[src/rtl/mdu_pkg.sv]
`default_nettype none
//============================================================================
// Module   : mdu_pkg
// Desc     : Shared types and MDU operation codes for the mul/div controller.
// Revision : 1.0
//============================================================================
package mdu_pkg;

    typedef enum logic [3:0] {
        NONE  = 4'd0,
        MULT  = 4'd1,
        MULTU = 4'd2,
        DIV   = 4'd3,
        DIVU  = 4'd4,
        MTHI  = 4'd5,
        MTLO  = 4'd6,
        MFHI  = 4'd7,
        MFLO  = 4'd8
    } md_type_e;

    typedef enum logic [1:0] {
        IDLE   = 2'd0,
        LAUNCH = 2'd1,
        WAIT   = 2'd2
    } mdu_state_e;

    localparam logic [2:0] MDU_OP_MTLO  = 3'b000;
    localparam logic [2:0] MDU_OP_MTHI  = 3'b001;
    localparam logic [2:0] MDU_OP_MULTU = 3'b010;
    localparam logic [2:0] MDU_OP_MULT  = 3'b011;
    localparam logic [2:0] MDU_OP_DIVU  = 3'b100;
    localparam logic [2:0] MDU_OP_DIV   = 3'b101;

    // Anything that is not an MDU command falls back to the all-zero code.
    function automatic logic [2:0] mdu_op_encode(input md_type_e t);
        logic [2:0] op;
        op = MDU_OP_MTLO;
        case (t)
            MULTU:   op = MDU_OP_MULTU;
            MULT:    op = MDU_OP_MULT;
            DIVU:    op = MDU_OP_DIVU;
            DIV:     op = MDU_OP_DIV;
            MTHI:    op = MDU_OP_MTHI;
            MTLO:    op = MDU_OP_MTLO;
            default: op = MDU_OP_MTLO;
        endcase
        return op;
    endfunction

endpackage
`default_nettype wire

[src/rtl/mdu_watchdog.sv]
`default_nettype none
//============================================================================
// Module   : mdu_watchdog
// Desc     : WAIT-cycle counter with timeout pulse and sticky error flag.
// Revision : 1.0
//============================================================================
module mdu_watchdog #(
    parameter int TIMEOUT = 16
) (
    input  logic clk,
    input  logic res,
    input  logic i_wait,
    input  logic i_busy,
    output logic o_timeout,
    output logic o_err
);

    localparam int              CNT_W  = (TIMEOUT > 1) ? $clog2(TIMEOUT) : 1;
    localparam logic [CNT_W-1:0] c_LAST = CNT_W'(TIMEOUT - 1);

    logic [CNT_W-1:0] r_cnt;
    logic             r_err;

    // Fires on the TIMEOUT-th WAIT cycle if the MDU has still not released.
    assign o_timeout = i_wait & i_busy & (r_cnt == c_LAST);
    assign o_err     = r_err;

    always_ff @(posedge clk) begin
        if (res) begin
            r_cnt <= '0;
            r_err <= 1'b0;
        end else begin
            if (i_wait && i_busy && !o_timeout) begin
                r_cnt <= r_cnt + 1'b1;
            end else begin
                r_cnt <= '0;
            end
            if (o_timeout) begin
                r_err <= 1'b1;
            end
        end
    end

endmodule
`default_nettype wire

[src/rtl/mdu_ctrl.sv]
`default_nettype none
//============================================================================
// Module   : mdu_ctrl
// Desc     : E-stage sequencer for multiply/divide issue, HI/LO access, stall.
// Revision : 1.0
//============================================================================
module mdu_ctrl
    import mdu_pkg::*;
#(
    parameter int TIMEOUT = 16
) (
    input  logic        clk,
    input  logic        res,
    input  logic        md_valid,
    input  logic [3:0]  md_type,
    input  logic        flush,
    input  logic [31:0] rs_val,
    input  logic [31:0] rt_val,
    input  logic        mdu_busy,
    input  logic [31:0] mdu_hi,
    input  logic [31:0] mdu_lo,
    output logic        mdu_start,
    output logic        mdu_mt,
    output logic [2:0]  mdu_op,
    output logic [31:0] mdu_a,
    output logic [31:0] mdu_b,
    output logic        stall,
    output logic [31:0] rd_data,
    output logic        rd_valid,
    output logic        err,
    output logic [31:0] stall_cnt
);

    md_type_e   w_type;
    mdu_state_e r_state;
    mdu_state_e w_state_nxt;
    logic       w_accept;
    logic       w_is_muldiv;
    logic       w_is_mt;
    logic       w_is_mf;
    logic       w_in_wait;
    logic       w_timeout;
    logic [31:0] r_stall_cnt;

    assign w_type      = md_type_e'(md_type);
    assign w_is_muldiv = (w_type == MULT) | (w_type == MULTU) |
                         (w_type == DIV)  | (w_type == DIVU);
    assign w_is_mt     = (w_type == MTHI) | (w_type == MTLO);
    assign w_is_mf     = (w_type == MFHI) | (w_type == MFLO);

    // A flushed instruction never holds the front end.
    assign stall    = md_valid & ~flush & (md_type != 4'd0) & (r_state != IDLE);
    assign w_accept = md_valid & ~flush & ~stall;

    assign mdu_op    = mdu_op_encode(w_type);
    assign mdu_a     = rs_val;
    assign mdu_b     = rt_val;
    assign rd_valid  = w_accept & w_is_mf;
    assign stall_cnt = r_stall_cnt;
    assign w_in_wait = (r_state == WAIT);

    always_comb begin
        rd_data = 32'd0;
        case (w_type)
            MFHI:    rd_data = mdu_hi;
            MFLO:    rd_data = mdu_lo;
            default: rd_data = 32'd0;
        endcase
    end

    always_ff @(posedge clk) begin
        if (res) begin
            r_state <= IDLE;
        end else begin
            r_state <= w_state_nxt;
        end
    end

    always_comb begin
        w_state_nxt = r_state;
        mdu_start   = 1'b0;
        mdu_mt      = 1'b0;
        case (r_state)
            IDLE: begin
                mdu_start = w_accept & w_is_muldiv;
                mdu_mt    = w_accept & w_is_mt;
                if (w_accept && w_is_muldiv) begin
                    w_state_nxt = LAUNCH;
                end
            end
            LAUNCH: begin
                w_state_nxt = WAIT;
            end
            WAIT: begin
                if (!mdu_busy || w_timeout) begin
                    w_state_nxt = IDLE;
                end
            end
            default: begin
                w_state_nxt = IDLE;
            end
        endcase
    end

    always_ff @(posedge clk) begin
        if (res) begin
            r_stall_cnt <= 32'd0;
        end else if (stall) begin
            r_stall_cnt <= r_stall_cnt + 32'd1;
        end
    end

    mdu_watchdog #(
        .TIMEOUT (TIMEOUT)
    ) u_watchdog (
        .clk       (clk),
        .res       (res),
        .i_wait    (w_in_wait),
        .i_busy    (mdu_busy),
        .o_timeout (w_timeout),
        .o_err     (err)
    );

endmodule
`default_nettype wire

[config.mk]
export PLATFORM = sky130hd
export DESIGN_NAME = mdu_ctrl
export DESIGN_NICKNAME = d
export VERILOG_FILES = /design/src/rtl/mdu_pkg.sv /design/src/rtl/mdu_watchdog.sv /design/src/rtl/mdu_ctrl.sv
export SDC_FILE = /design/constraint.sdc
export NUM_CORES = 1
export LEC_CHECK = 0
export CAP_MARGIN = 10
export CORE_AREA = 2 2 107 109
export DETAILED_ROUTE_END_ITERATION = 6
export DIE_AREA = 0 0 109 111
export HOLD_SLACK_MARGIN = 0.1
export PLACE_DENSITY = 0.74
export SETUP_SLACK_MARGIN = 0.1
export SLEW_MARGIN = 20
export SYNTH_ARGS = -nofsm -noshare
export SYNTH_HDL_FRONTEND = slang
export SYNTH_SLANG_ARGS = --single-unit
export TNS_END_PERCENT = 100
[constraint.sdc]
create_clock -name clk -period 2.9 [get_ports clk]
set_input_delay 0.87 -clock clk [delete_from_list [all_inputs] [get_ports clk]]
set_output_delay 0.87 -clock clk [all_outputs]
set_load 0.05 [all_outputs]
======== Word-level counts from Yosys, hierarchy flattened ========
Cells that the tools add are included.
word-level totals
  register bits after elaboration ......... 39
  latch bits .............................. 0
  bits in writable memories ............... 0
  bits in read-only memories .............. 0
  input bits .............................. 137
  output and inout bits ................... 136
  word-level logic and storage cells ...... 54
  memories ................................ 0
operators by class
  $add $sub $neg .......................... 2
  $mul .................................... 0
  divide/modulo/power cells ............... 0
  order comparisons ....................... 0
  equality and inequality tests ........... 13
  shifts and indexed selects .............. 0
  multiplexer cells ....................... 7
  bitwise operators ....................... 17
  reduce and logical (&&, ||, !) cells .... 11
operators by type and width
  operator                 number
  $pmux W32 S2             1
  $add A32 B1 Y32 const B  1
  $eq A4 B3 Y1 const B     4
  $pmux W3 S5              1
  $and A1 B1 Y1            9
  $eq A4 B2 Y1 const B     2
  $eq A4 B4 Y1 const B     2
  $pmux W2 S3              1
  $or A1 B1 Y1             5
  $add A4 B1 Y4 const B    1
  $eq A4 B1 Y1 const B     1
  $mux W2                  2
  $ne A2 B2 Y1 const B     2
  $reduce_bool A4 Y1       1
  $logic_and A1 B1 Y1      3
  $not A1 Y1               3
  $eq A2 B1 Y1 const B     1
  $eq A2 B2 Y1 const B     1
  $logic_not A1 Y1         2
  $logic_not A2 Y1         1
  $mux W1                  2
  $reduce_and A2 Y1        1
  $reduce_bool A2 Y1       1
  $reduce_or A2 Y1         1
  $logic_or A1 B1 Y1       1

======== Longest topological paths before layout ========
Gate-level depths: netlist of the first run.
  depth in word-level cells ............... 9
  mapped depth ............................ 8
  mapped depth without buffers ............ 5

======== Modules after synthesis ========
Synthesis of the first run repeated with hierarchy kept, for this count alone.
unflattened totals
  cell total of the unflattened synthesis .. 349
  area, all modules ....................... 2846.5 um^2
by module, submodules not included
  module        times used  cells each  area each (um^2)  sequential area each (um^2)
  mdu_ctrl      1           329         2646.3            680.7
  mdu_watchdog  1           20          200.2             100.1

======== Least setup slack after synthesis of the first run ========
OpenSTA, ideal clock, no wires.
  path type ............................... input -> output
  start ................................... input port md_type[1]
  end ..................................... output port mdu_start
  arrival time ............................ 3126 ps
  required time ........................... 2030 ps
  setup slack ............................. -1096 ps
  stages on the path ...................... 5
  buffers on the path ..................... 1
  cell sequence ........................... buf_2 -> or3b_2 -> a21oi_1 -> nor2_1 -> nor2_1
on the way
  cells in the longest elaborated chain, start to end .. 7
  elaborated cells between the ends (all ways) .. 14
  classes of those cells .................. 4 x eq/ne; 1 x mux; 8 x bitwise; 1 x reduce/logical
ends and longest elaborated chain
  what                        line            text
  start, declared             mdu_ctrl.sv:15  input logic [3:0] md_type,
  $reduce_bool A4 Y1          mdu_ctrl.sv:52  assign stall = md_valid & ~flush & (md_type != 4'd0) & (r_state != IDLE);
  $and A1 B1 Y1 (2 in a row)  mdu_ctrl.sv:52
  $not A1 Y1                  mdu_ctrl.sv:53  assign w_accept = md_valid & ~flush & ~stall;
  $and A1 B1 Y1               mdu_ctrl.sv:53
  $and A1 B1 Y1 *             mdu_ctrl.sv:85  mdu_start = w_accept & w_is_muldiv;
  $mux W1 *                   mdu_ctrl.sv:83  case (r_state)
  end, declared               mdu_ctrl.sv:22  output logic mdu_start,
Mark *: on every way between the ends. The rest lies on a longest branch, timed or not.

======== Final worst setup path of the first run ========
  start ................................... input port md_type[0]
  end ..................................... output port rd_data[31]
on the way
  cells in the longest elaborated chain, start to end .. 2
  elaborated cells between the ends (all ways) .. 3
  classes of those cells .................. 2 x eq/ne; 1 x mux
ends and longest elaborated chain
  what                                          line            text
  $eq A4 B4 Y1 or $eq A4 B3 Y1 (tied branches)  mdu_ctrl.sv:64  case (w_type)
  $pmux W32 S2 *                                mdu_ctrl.sv:64
  end, declared                                 mdu_ctrl.sv:28  output logic [31:0] rd_data,
Marked as above.

==> results of run 1 <==
-- cells in the final DEF, fill, tap and decap left out, types with 9 or more instances in the layout --
| cell type | Yosys | final |
|---|---|---|
| clkdlybuf4s50_1 | 0 | 99 |
| buf_12 | 0 | 43 |
| dfxtp_1 | 39 | 39 |
| a22o_4 | 0 | 32 |
| a21oi_1 | 23 | 22 |
| nor2_1 | 20 | 17 |
| buf_4 | 64 | 17 |
| or4_1 | 17 | 16 |
| nand2_1 | 16 | 15 |
| o31ai_1 | 13 | 13 |
| nand4_1 | 10 | 10 |
| nor4_1 | 9 | 9 |
| or3_1 | 9 | 9 |
| nand3_1 | 10 | 9 |
-- layer usage --
metal / wire length (um) / global-route usage (%)
met2: 5390 / 30.6
met1: 4290 / 21.1
met3: 747 / 5.17
met4: 142 / 4.27
met5: 0 / 0
-- cell type report --
cell class | count | area [um2] | share of cell area, %
Clock buffer | 8 | 156 | 2.97
Inverter | 8 | 32.5 | 0.618
Multi-Input combinational cell | 218 | 1850 | 35.2
Sequential cell | 39 | 781 | 14.8
Tap cell | 143 | 179 | 3.40
Timing Repair Buffer | 177 | 2260 | 43.0
-- worst max-delay path by stage --
stage / from / cells after the start / slack [ps] / to
after global routing: md_type[0] / 8 / -60 / rd_data[31]
after detailed placement: md_type[1] / 7 / -440 / mdu_start
after global placement: md_type[1] / 6 / -380 / rd_valid
after CTS: md_type[0] / 7 / 7 / rd_data[31]
after floorplan: md_type[2] / 5 / -130 / mdu_start
final: md_type[0] / 8 / 10 / rd_data[31]
-- sequential cells by signal, indices dropped and copies added (netlist names) --
register          count
stall_cnt            32
u_watchdog.o_err      1
r_state               2
u_watchdog.r_cnt      4
-- worst reg2reg max path: stages (launching register included) --
cell and delay, ps:
dfxtp_1 430, and4_1 380, nand4_1 430, or4_1 610, a21oi_1 150
-- through the flow --
| step | cell area (um2) | TNS [ps] | std cells |
|---|---|---|---|
| 5_1_grt | 5270 | -444 | 593 |
| 3_3_place_gp | 4620 | -14320 | 574 |
| 4_1_cts | 5300 | 0 | 595 |
| 2_1_floorplan | 3020 | -721 | 353 |
| 6_report | 5270 | 0 | 593 |
| 3_5_place_dp | 4620 | -16330 | 574 |
-- cells by family after synthesis --
group,count (synthesis)
fa+ha+maj,2
mux,9
xor+xnor,5
flops,39
buf+inv,96
compound gates,79
simple gates,123
-- power by group --
part	switching (uW)	internal, uW
Clock	210	366
Sequential	0.660	537
Combinational	168	222
-- timing repair --
item,4_1_cts,5_1_grt
gates cloned,7,0
hold buffers,0,0
gates resized for setup,75,5
buffers inserted,6,0
endpoints found under the setup margin,49,36
pin swaps,16,6
==> results.json, run 1 <==
{
  "cts_tree": "yes",
  "finalCritPeriodShare_pct": 99.6,
  "total_power_uw": 1500,
  "startpoint_type": "input pin",
  "finalSetupViolCount": 0,
  "critical_path_class": "input pin to output pin",
  "p_per_area_nw_per_um2": 285,
  "setup_ws_ps": 11.4,
  "slew_viol_final": 0,
  "crit_path_cell_trace": "buf_8 > buf_6 > nor4b_4 > buf_6 > buf_6 > buf_16 > a22o_4 > buf_12",
  "yosysSeqAreaShare_pct": 27.5,
  "synthTopCellsByArea": "dfxtp_1 28%, buf_4 17%, a22o_1 9.9%",
  "drive_above_1_share_pct": 31.6,
  "drt_iter0_drc": 213,
  "min_path_cells": 1,
  "rows": 39,
  "antenna_cells": 0,
  "antenna_found_initial": 0,
  "num-fill-cells": 952,
  "grt_max_degree": 45,
  "syn_area_um2": 2840,
  "synth_adder_area_share_pct": 0.882,
  "synth_compound_area_share_pct": 19.5,
  "numCtsBuffers": 5,
  "reg2reg_slack_ps": 830,
  "final_util_pct": 47.5,
  "finalClockSkew_ps": 4.28,
  "synth_mux_area_share_pct": 3.53,
  "synth_xor_area_share_pct": 1.54,
  "cts_sinks": 39,
  "grt_pass1_wl_um": 16700,
  "ys_ff_latch": 39,
  "drc": 0,
  "routed_wirelength_um": 10600,
  "ios": 273,
  "area_growth_pct": 85.6,
  "synth.distinct_cells": 36,
  "dp_hpwl_um": 7490,
  "slew_headroom_pct": 63.2,
  "max_freq_ghz": 0.346,
  "holdCritStartpoint": "u_watchdog.r_cnt[0]$_SDFF_PP0_",
  "crit_required_ps": 2030,
  "core_area_um2": 11100,
  "tightest_slew_ps": 551,
  "yosysTopAreaCell": "dfxtp_1",
  "overflow": 0,
  "synth_top_family_by_area": "simple AND/OR/NAND/NOR gates",
  "min_to": "u_watchdog.r_cnt[0]$_SDFF_PP0_",
  "vias": 3011,
  "rsz0062_at_grt": "true",
  "synth_nets": 492,
  "synth_top_area_share_pct": 27.5,
  "clk_pin_slew_ps": 60,
  "reg2reg_depth": 4,
  "crit_path_end_kind": "output pin",
  "critPathMaxStageDelay_ps": 270,
  "hold_slack_ps": 464,
  "vias_per_cell": 5.08,
  "fin_crit_ps": 2890,
  "firstDrtPassIters": 4,
  "synth.avg_cell_area_um2": 8.04,
  "ys.flop_type": "dfxtp_1",
  "r2r_start": "stall_cnt[9]$_SDFFE_PP0P_",
  "path_delay_family": "buffers and inverters",
  "nets": 588,
  "portBuffers": 144,
  "gp_congestion": 0.810,
  "netlist_instances": 353,
  "rr_endpoint": "stall_cnt[21]$_SDFFE_PP0P_",
  "worst-path-buf-inv": 6,
  "antenna_left": 0,
  "crit_top_cell": "buf_6",
  "maxCapViolCount": 0,
  "finalHoldViolCount": 0,
  "die-area_um2": 12100,
  "grt_pass1_vias": 3078,
  "hold_path_class": "flip-flop to flip-flop",
  "p_leak_uw": 0.00196,
  "cp_max_fo": 8,
  "start_util_pct": 25.6,
  "synth_common_cells": "64 x buf_4, 39 x dfxtp_1, 32 x a22o_1",
  "outcome": "finished, final reports clean",
  "htreeDepth": 2,
  "place_ws_ps": -438,
  "async_flop_share_pct": 0,
  "clockBufferDepth": 2,
  "grt_usage_pct": 17.7,
  "crit_arrival_ps": 2020,
  "slowest_stage": "nor4b_4",
  "die_y_um": 111,
  "insertion_delay_ps": 280,
  "ir_drop_mv": 0.205,
  "synth_edf_count": 0,
  "wl_per_cell_um": 17.8,
  "die_width_um": 109,
  "synth-simple-area-share_pct": 25.4,
  "yosysWarnings": 0,
  "cts_root_buf": "clkbuf_16",
  "yosysMostFrequentCell": "buf_4"
}
(Power assumes the default switching activity.)
==> run 2, diff against run 1 <==
--- a/config.mk
+++ b/config.mk
@@ -5,12 +5,12 @@
 export SDC_FILE = /design/constraint.sdc
 export NUM_CORES = 1
 export LEC_CHECK = 0
+export ABC_AREA = 1
 export CAP_MARGIN = 10
-export CORE_AREA = 2 2 107 109
+export CORE_UTILIZATION = 30
 export DETAILED_ROUTE_END_ITERATION = 6
-export DIE_AREA = 0 0 109 111
 export HOLD_SLACK_MARGIN = 0.1
-export PLACE_DENSITY = 0.74
+export PLACE_DENSITY = 0.79
 export SETUP_SLACK_MARGIN = 0.1
 export SLEW_MARGIN = 20
 export SYNTH_ARGS = -nofsm -noshare
==> run 2 against run 1 <==
Net effect:
- largest cell class is now multi-input gates
- highest routed layer is now met5
- register-to-register slack better by 470 ps
- die area shrank 6.6%
- utilization grew 4.6 points
==> results.json, run 2 <==
{
  "cts_sinks": 39,
  "num-fill-cells": 935,
  "p_leak_uw": 0.00209,
  "synth_common_cells": "108 x nand2_1, 73 x inv_1, 64 x buf_4, 64 x nor2_1, 51 x nand3_1",
  "cts_hold_buf": 0,
  "async_flop_share_pct": 0,
  "maxCapViolCount": 0,
  "clockBufferDepth": 2,
  "setup_ws_ps": 112,
  "overflow": 0,
  "insertion_delay_ps": 300,
  "place_ws_ps": -279,
  "nets": 771,
  "slowest_stage": "a211oi_4",
  "crit_top_cell": "buf_6",
  "outcome": "finished, final reports clean",
  "hold_path_class": "flip-flop to flip-flop",
  "finalHoldViolCount": 0,
  "syn_area_um2": 3260,
  "vias": 3719,
  "core_area_um2": 10400,
  "dp.cells": 755,
  "drc": 0,
  "ys_ff_latch": 39,
  "cts_tree": "yes",
  "largest_reg_flops": 32,
  "drive_above_1_share_pct": 27.0,
  "ir_drop_mv": 0.236,
  "rows": 37,
  "grt_max_degree": 33,
  "numCtsBuffers": 5,
  "fin_cells": 769,
  "htreeDepth": 2,
  "firstDrtPassIters": 4,
  "fin_crit_ps": 2790,
  "finalSetupViolCount": 0,
  "max_freq_ghz": 0.359,
  "synth.distinct_cells": 36,
  "dp_hpwl_um": 8920,
  "worst-path-buf-inv": 3,
  "netlist_instances": 530,
  "critPathMaxStageDelay_ps": 220,
  "slew_viol_final": 0,
  "clk_pin_slew_ps": 80,
  "antenna_found_initial": 1,
  "grt_pass1_wl_um": 18700,
  "start_util_pct": 31.3,
  "most-common-layout-cells": "107 x nand2_1, 99 x clkdlybuf4s50_1, 71 x inv_1, 62 x nor2_1, 39 x dfxtp_1",
  "layout_commonest_cell": "nand2_1",
  "synth_edf_count": 0,
  "path_delay_family": "buffers and inverters",
  "finalClockSkew_ps": 4.74,
  "wl_per_cell_um": 15.8,
  "synth_nets": 669,
  "drt_iter0_drc": 186,
  "antenna_left": 0,
  "crit_required_ps": 2030,
  "yosysWarnings": 0,
  "grt_pass1_vias": 3754,
  "slew_headroom_pct": 62.6,
  "antenna_cells": 0,
  "crit_path_cell_trace": "buf_2 > nor2_4 > nand3_4 > buf_6 > a211oi_4 > buf_6",
  "area_growth_pct": 66.3,
  "final_util_pct": 52.1,
  "tightest_slew_ps": 560,
  "vias_per_cell": 4.84,
  "portBuffers": 144,
  "grt_usage_pct": 20.9,
  "rsz0062_at_grt": "true",
  "ios": 273,
  "gp_congestion": 0.873,
  "synthTopCellsByArea": "dfxtp_1 24%, buf_4 15%, nand2_1 12%",
  "cts_root_buf": "clkbuf_8",
  "synth_top_area_share_pct": 23.9,
  "cp_max_fo": 5,
  "die_y_um": 106,
  "critical_path_class": "input pin to output pin",
  "crit_path_end_kind": "output pin",
  "p_per_area_nw_per_um2": 238,
  "ys.flop_type": "dfxtp_1",
  "tns_ps": 0,
  "die-area_um2": 11300,
  "hold_slack_ps": 466,
  "crit_arrival_ps": 1920,
  "yosysTopAreaCell": "dfxtp_1",
  "yosysSeqAreaShare_pct": 23.9,
  "yosysMostFrequentCell": "nand2_1",
  "synth.avg_cell_area_um2": 6.16,
  "die_width_um": 106,
  "startpoint_type": "input pin",
  "routed_wirelength_um": 12200,
  "finalCritPeriodShare_pct": 96.1
}
[run 2: cell types whose count changed in the layout (fill, tap and decap cells not counted), sizes merged, moves of 9 or more]
cell,change
inv,+67
nor2b,-9
nand3,+44
a22o,-32
o21ai,+31
o31ai,-13
or4,-17
or3,-9
nand2,+97
nor2,+58
[run 2: stage by stage]
| stage | cell area, um2 | power (uW) |
|---|---|---|
| after floorplan | 3640 | 946 |
| after global placement | 4890 | 882 |
| after detailed placement | 4890 | 885 |
| after CTS | 5390 | 1290 |
| after global routing | 5430 | 1340 |
| final | 5430 | 1290 |
[run 2: area by class of cell]
type	count	area [um2]	area share [%]
multi-input cells	338	2220	41.0
repair buffers	172	1880	34.7
flip-flops and latches	39	781	14.4
inverters	76	288	5.30
well taps	136	170	3.13
clock buffers	5	68.8	1.27
clock inverters	3	15.0	0.277
[run 2: path summary, 6_finish.rpt]
kind                                   from                              to  slack, ps  cells past startpoint
max reg2reg       stall_cnt[0]$_SDFFE_PP0P_      stall_cnt[30]$_SDFFE_PP0P_       1300                      9
max                              md_type[1]                        rd_valid        110                      6
min reg2reg  u_watchdog.r_cnt[0]$_SDFF_PP0_  u_watchdog.r_cnt[0]$_SDFF_PP0_        470                      1
min          u_watchdog.r_cnt[0]$_SDFF_PP0_  u_watchdog.r_cnt[0]$_SDFF_PP0_        470                      1
[run 2: routing by layer]
metal	part of all wire, %	track usage (%)	up-vias
met2	54	41.3	187
met5	0.11	0	-
met3	9.5	6.93	22
li1	-	-	1810
met1	35	19.8	1698
met4	2.2	7.44	2
[run 2: logic make-up (layout without fill, tap and decap cells)]
kind of cell | Yosys count | in the layout | synth area share, %
xor+xnor | 5 | 5 | 1.34
buf+inv | 153 | 256 | 25.1
fa+ha+maj | 2 | 2 | 0.766
flops | 39 | 39 | 23.9
compound gates | 66 | 66 | 10.8
simple gates | 265 | 265 | 38.1
[run 2: report_power, final]
| group | switching, uW | total [uW] | internal, uW | leakage [uW] |
|---|---|---|---|---|
| clock | 198 | 363 | 165 | 0.0000477 |
| combinational | 204 | 391 | 188 | 0.00173 |
| sequential | 1.05 | 537 | 536 | 0.000314 |
[run 2: timing repair]
item / in CTS / in global routing
hold endpoints to repair: 0 / 0
endpoints found under the setup margin: 39 / 10
buffers inserted: 2 / 0
gates resized for setup: 92 / 9
pin swaps: 7 / 2
cloned: 4 / 0
